**src/rtl/pwm_wave_gen.sv**
```systemverilog
// Multi-channel PWM generator: shared counter/phase/amplitude, per-channel waveform duty.
// Pulse is registered (1 cycle after cnt); duty reloads only at the period boundary; no backpressure.
module pwm_wave_gen #(
  parameter int CNT_W = 6,
  parameter int PH_W  = 6,
  parameter int NCH   = 2
) (
  input  logic             sysclk,
  input  logic             rst,
  input  logic [NCH-1:0]   enable,
  input  logic [2*NCH-1:0] mode,
  output logic [NCH-1:0]   pulse,
  output logic             period_tick
);

  // Place a phase-width value in the top bits of a counter-width word.
  function automatic logic [CNT_W-1:0] lalign(input logic [PH_W-1:0] x);
    logic [CNT_W+PH_W-1:0] w;
    w = {x, {CNT_W{1'b0}}};
    return w[CNT_W+PH_W-1 -: CNT_W];
  endfunction

  logic             run;
  logic [CNT_W-1:0] cnt;
  logic [PH_W-1:0]  ph;
  logic [PH_W-1:0]  amp;
  logic [PH_W-1:0]  ph_nxt;
  logic [PH_W-1:0]  amp_nxt;
  logic [PH_W-1:0]  tri_t;
  logic             pb;
  logic             sq_win;
  logic [CNT_W-1:0] sq_tgt;
  logic [CNT_W-1:0] saw_tgt;
  logic [CNT_W-1:0] tri_tgt;
  logic [CNT_W-1:0] con_tgt;

  assign pb          = &cnt;
  assign period_tick = pb;

  // Targets are built from the phase/amplitude that become valid at this boundary.
  always_comb begin
    ph_nxt  = ph + PH_W'(1);
    amp_nxt = (&ph) ? amp + PH_W'(1) : amp;
    sq_win  = ph_nxt[PH_W-1] ^ ph_nxt[PH_W-2];
    tri_t   = {ph_nxt[PH_W-2:0], 1'b0};
    sq_tgt  = sq_win ? lalign(amp_nxt) : '0;
    saw_tgt = lalign(ph_nxt);
    tri_tgt = lalign(ph_nxt[PH_W-1] ? ~tri_t : tri_t);
    con_tgt = lalign(amp_nxt);
  end

  // First edge after reset release holds cnt at 0 so a full period precedes the first tick.
  always_ff @(posedge sysclk or posedge rst) begin
    if (rst) begin
      run <= 1'b0;
      cnt <= '0;
    end else begin
      run <= 1'b1;
      if (run) cnt <= cnt + CNT_W'(1);
    end
  end

  always_ff @(posedge sysclk or posedge rst) begin
    if (rst) begin
      ph  <= '0;
      amp <= '0;
    end else if (pb) begin
      ph  <= ph_nxt;
      amp <= amp_nxt;
    end
  end

  for (genvar i = 0; i < NCH; i++) begin : g_ch
    logic [1:0]       sel;
    logic [CNT_W-1:0] tgt;
    logic [CNT_W-1:0] duty;

    assign sel = mode[2*i +: 2];

    always_comb begin
      tgt = '0;
      unique case (sel)
        2'b00: tgt = sq_tgt;
        2'b01: tgt = saw_tgt;
        2'b10: tgt = tri_tgt;
        2'b11: tgt = con_tgt;
      endcase
    end

    always_ff @(posedge sysclk or posedge rst) begin
      if (rst) begin
        duty     <= '0;
        pulse[i] <= 1'b0;
      end else begin
        if (pb) duty <= tgt;
        pulse[i] <= enable[i] & (cnt < duty);
      end
    end
  end

endmodule

```
**config.mk**
```make
export PLATFORM = sky130hd
export DESIGN_NAME = pwm_wave_gen
export DESIGN_NICKNAME = d
export VERILOG_FILES = /design/src/rtl/pwm_wave_gen.sv
export SDC_FILE = /design/constraint.sdc
export NUM_CORES = 1
export LEC_CHECK = 0
export CELL_PAD_IN_SITES_DETAIL_PLACEMENT = 0
export CELL_PAD_IN_SITES_GLOBAL_PLACEMENT = 1
export CORE_AREA = 2 2 57 100
export CTS_CLUSTER_SIZE = 20
export DETAILED_ROUTE_END_ITERATION = 7
export DIE_AREA = 0 0 59 102
export PLACE_DENSITY_LB_ADDON = 0.1
export SYNTH_ARGS = -nofsm -noshare
export SYNTH_HDL_FRONTEND = slang
export SYNTH_SLANG_ARGS = --single-unit
```
**constraint.sdc**
```tcl
create_clock -name sysclk -period 3.32 [get_ports sysclk]
set_clock_uncertainty 0.2 [all_clocks]
set_input_delay 0.664 -clock sysclk [delete_from_list [all_inputs] [get_ports sysclk]]
set_output_delay 0.664 -clock sysclk [all_outputs]
set_load 0.05 [all_outputs]
```
Word-level counts from Yosys, hierarchy flattened --
Index checks and enable logic that the tools add are counted.
Word-level totals: word-level logic and storage cells 32, bits of input ports 8, register bits after elaboration 33, output and inout port bits 3
Operators by class: equal/unequal tests 6, $lt $le $gt $ge 2, reductions and logical operators 4, muxes and demuxes 5, bitwise logic cells 4, $add $sub $neg 3
Operators with widths (count):
- 6-bit one-hot mux with 4 select lines | 2
- 6-bit by 1-bit adder with 6-bit output, second input constant | 3
- 6-bit 2-to-1 mux | 3
- 6-bit < comparator | 2
- 6-bit AND reduction | 2
- 2-bit == test, second input constant | 4
- 6-bit inverter | 1
- 2-bit by 1-bit == test with 1-bit output, second input constant | 2
- 2-bit logical NOT | 2
- 1-bit bitwise AND | 2
- 1-bit bitwise XOR | 1

Depth between registers and ports, before layout --
depth in word-level cells 4, gate-level depth with buffers 8, depth with buffers taken out 7

Least setup slack after synthesis --
Ideal clock, no wire load.
path type register -> output, start point register cnt[1], end point output port period_tick, path buffers 1, required time 2.456 ns, setup slack 0.786 ns, data arrival time 1.670 ns, stages on the path, launching flop included 6, cell sequence dfrtp_1 -> ha_1 -> and3_1 -> nand3_1 -> clkinv_1 -> buf_1
On the way: word-level cells in the longest chain between the ends 1
RTL lines:
- from (decl) | line 24 | logic [CNT_W-1:0] cnt;
- from (signal assigned) | line 59 | if (run) cnt <= cnt + CNT_W'(1);
- 6-bit AND reduction | line 37 | assign pb = &cnt;
- to (decl) | line 13 | output logic period_tick
No other way between the ends.

Final worst setup path --
start point register ph[0], end point register g_ch[1].duty[5]
On the way: word-level cells in the longest chain between the ends 4, elaborated cells between the ends (all ways) 8, classes of those cells add/sub (1); mux (4); bitwise (2); reduce/logical (1)
RTL lines:
- from (decl) | line 25 | logic [PH_W-1:0] ph;
- from (signal assigned) | line 68 | ph <= ph_nxt;
- 6-bit by 1-bit adder with 6-bit output / 6-bit AND reduction (equally long branches) | line 42, 43
- 1-bit bitwise XOR, or another cell as far along | line 44 | sq_win = ph_nxt[PH_W-1] ^ ph_nxt[PH_W-2];
- 6-bit 2-to-1 mux (on tied branches) | line 46, 48
- 6-bit one-hot mux with 4 select lines (*) | line 82 | unique case (sel)
- to (signal assigned) | line 95 | if (pb) duty <= tgt;
- to (decl) | line 76 | logic [CNT_W-1:0] duty;
Mark *: on every way between the ends. The rest lies on a longest branch, timed or not. A chain may end at the register's enable or synchronous reset.

==> impl_metrics.yaml <==
floorplan:
  core.rowCount: 35
  start_util_pct: 46.34
  io_pins: 11
  fp.dieW_um: 59
  die-height_um: 102
  die_area_mm2: 0.006018
  core_area_mm2: 0.005167
flow_run:
  drv_cap: 0
layout:
  fin_nets: 295
  final_area_mm2: 0.002648
  diodes: 0
  drive_gt1_share_pct: 10.91
  fillCellCount: 509
  layout.cells.non_filler: 330
  syn_to_final_growth_pct: 10.55
synthesis:
  synth_compound_area_share_pct: 20.95
  yosysWarnings: 0
  synthArstFlopShare_pct: 100.0
  synthAdderAreaFrac_pct: 6.792
  synth_edf_count: 0
  synth-seq-cells: 33
  yosys.area.top_type: "dfrtp_1"
  synthMuxAreaShare_pct: 1.829
  synth_area_per_cell_um2: 9.106
  synthesis.area_mm2: 0.002395
  synth_common_cells: "dfrtp_1, nand2_1, xnor2_1"
  yosys-top-cells-area: "dfrtp_1, ha_1, xnor2_1"
  synth.distinct_cells: 59
  synth_ff_type: "dfrtp_1"
  synth_cells: 263
  synth_top_area_share_pct: 34.48
  synth.yosys.seq_area_share_pct: 34.48
  synth_most_common_cell: "dfrtp_1"
  synth_xor_xnor_area_share_pct: 11.39
  synth-simple-area-share_pct: 18.13
  synth_top_family_by_area: "compound AO/OA/AOI/OAI gates"
  synth_nets: 284
clocking:
  clkLatencyLatePin_ns: 0.29
  postCtsSetupBuffers: 0
  h-tree-depth: 2
  cts_sinks: 33
  clkTransAtPathRegs_ns: 0.07
  cts_root_buf: "clkbuf_8"
  clk_path_buf_depth: 2
  ctsHoldBuffers: 0
  cts_tree: "yes"
  ctsResizeCount: 0
  cts_made_buffers: 5
detailed_routing:
  first_pass_iters: 4
  routedWlPerCell_um: 18.47
  postRouteAntennaNets: 0
  vias_per_cell: 5.976
  initialDrtViolationCount: 53
  drc: 0
  wirelength_um: 6096
  vias: 1972
timing:
  final_hold_viol_count: 0
  worst_pin_slew_ns: 0.4983
  rsz0062_at_grt: "false"
  maxSlewHeadroom_pct: 66.66
  fin_crit_ns: 2.645
  tns_ns: 0
  finalSetupViolations: 0
  fin_crit_sh_pct: 79.66
  slew_violations: 0
  fmax_mhz: 378.1
global_route:
  grt_remaining_overflow: 0
  grt_max_degree: 34
  grt_use_total_pct: 22.49
  grt_pass1_vias: 1983
  antenna_found_initial: 0
  grt_pass1_wl_um: 9970
worst_setup_path:
  worstPathCellList: "ha_1, nand4_1, or4_1, a21oi_1, a311oi_1, a2111oi_2"
  start_kind: "flop"
  worst-path-buf-inv: 0
  worst_path_largest_cell_delay_ns: 0.58
  crit_required_ns: 3.30
  crit_slowest_cell: "or4_1"
  crit_path_end_kind: "flop"
  arrival_ns: 2.63
  critical_path_class: "flop to flop"
  cp_max_fo: 7
  critPathTopFamily: "simple AND/OR/NAND/NOR gates"
power:
  p_sw_mw: 0.5156
  power_density_mw_per_mm2: 582.1
  p_comb_share_pct: 33.8
  ir_worst_vdd_mv: 0.2651
  clkPwrFrac_pct: 25.6
  p_int_mw: 1.026
  leakagePower_nw: 1.159
  p_sw_share_pct: 33.45
  power_frac_seq_pct: 40.6
place:
  dp.cells: 322
  gp_congestion: 0.8936
  placed_area_mm2: 0.002531
  dpl.hpwl_um: 4760
  portBuffers: 10
min_path:
  worstHoldPathType: "flop to flop"
outcome:
  outcome: "finished, final reports clean"
power by group through the flow:
stage	combinational (mW)	clock, mW	sequential [mW]
final	0.521	0.395	0.626
after CTS	0.532	0.405	0.630
after floorplan	0.378	0	0.624
after global routing	0.600	0.420	0.642
after global placement	0.523	0	0.631
after detailed placement	0.527	0	0.639
layer usage:
| layer | routed length [um] | vias up | track usage, % | share of wire [%] |
|---|---|---|---|---|
| li1 | - | 970 | - | - |
| met1 | 2319 | 945 | 21.99 | 38 |
| met2 | 3391 | 41 | 43.85 | 56 |
| met3 | 139 | 16 | 3.165 | 2.3 |
| met4 | 246 | 0 | 11.01 | 4.0 |
| met5 | 0 | - | 0 | 0 |
worst register-to-register path, cell delays in order, from the launching register on:
cell	delay, ns
dfrtp_1	0.48
ha_1	0.32
nand4_1	0.24
or4_1	0.58
a21oi_1	0.29
a311oi_1	0.10
a2111oi_2	0.33
kinds of logic (layout without fill, tap and decap cells):
group,count (synthesis),after routing
simple gates,85,85
fa+ha+maj,13,13
compound gates,68,68
mux,4,4
flops,33,33
other cells,1,1
xor+xnor,28,28
buf+inv,31,43
final cells by class:
type / count / area, um2 / area share [%]
multi-input cells: 199 / 1419 / 53.59
flip-flops and latches: 33 / 825.8 / 31.19
repair buffers: 17 / 150.1 / 5.671
clock buffers: 7 / 86.33 / 3.261
well taps: 55 / 68.82 / 2.599
inverters: 18 / 67.56 / 2.552
clock inverters: 1 / 30.03 / 1.134
flip-flops by register name (all words and copies together), names as in the netlist:
| register | count |
|---|---|
| g_ch.duty | 12 |
| cnt | 6 |
| run | 1 |
| amp | 6 |
| ph | 6 |
| pulse | 2 |
cells in the final DEF, fill, tap and decap left out, types with 9 or more instances in the layout:
cell type and count:
o21ai_0 13, nor2_1 15, ha_1 13, dfrtp_1 33, inv_1 17, clkdlybuf4s50_1 9, xnor2_1 18, nand2_1 26
nand3_1 11
stage by stage:
step	worst slack [ns]	hold slack (ns)	utilization, %	power [mW]
2_1_floorplan	0.7856	0.2485	-	1.001
3_3_place_gp	0.6857	0.2679	48.98	1.154
3_5_place_dp	0.6548	0.2728	48.98	1.165
4_1_cts	0.6842	0.2895	51.23	1.567
5_1_grt	0.4701	0.3183	51.23	1.662
6_report	0.6752	0.2795	51.23	1.541
final timing paths:
kind	start	cells past startpoint	slack, ns	to
setup / recovery	ph[0]$_DFFE_PP0P_	6	0.68	g_ch[1].duty[5]$_DFFE_PP0P_
hold / removal	g_ch[0].duty[2]$_DFFE_PP0P_	2	0.28	g_ch[0].duty[2]$_DFFE_PP0P_
setup reg to reg	ph[0]$_DFFE_PP0P_	6	0.68	g_ch[1].duty[5]$_DFFE_PP0P_
hold reg to reg	g_ch[0].duty[2]$_DFFE_PP0P_	2	0.28	g_ch[0].duty[2]$_DFFE_PP0P_
max in group asynchronous	rst	3	2.05	amp[5]$_DFFE_PP0P_
min in group asynchronous	rst	3	0.56	run$_DFF_PP0_
Power figures use the tool's default switching activity.
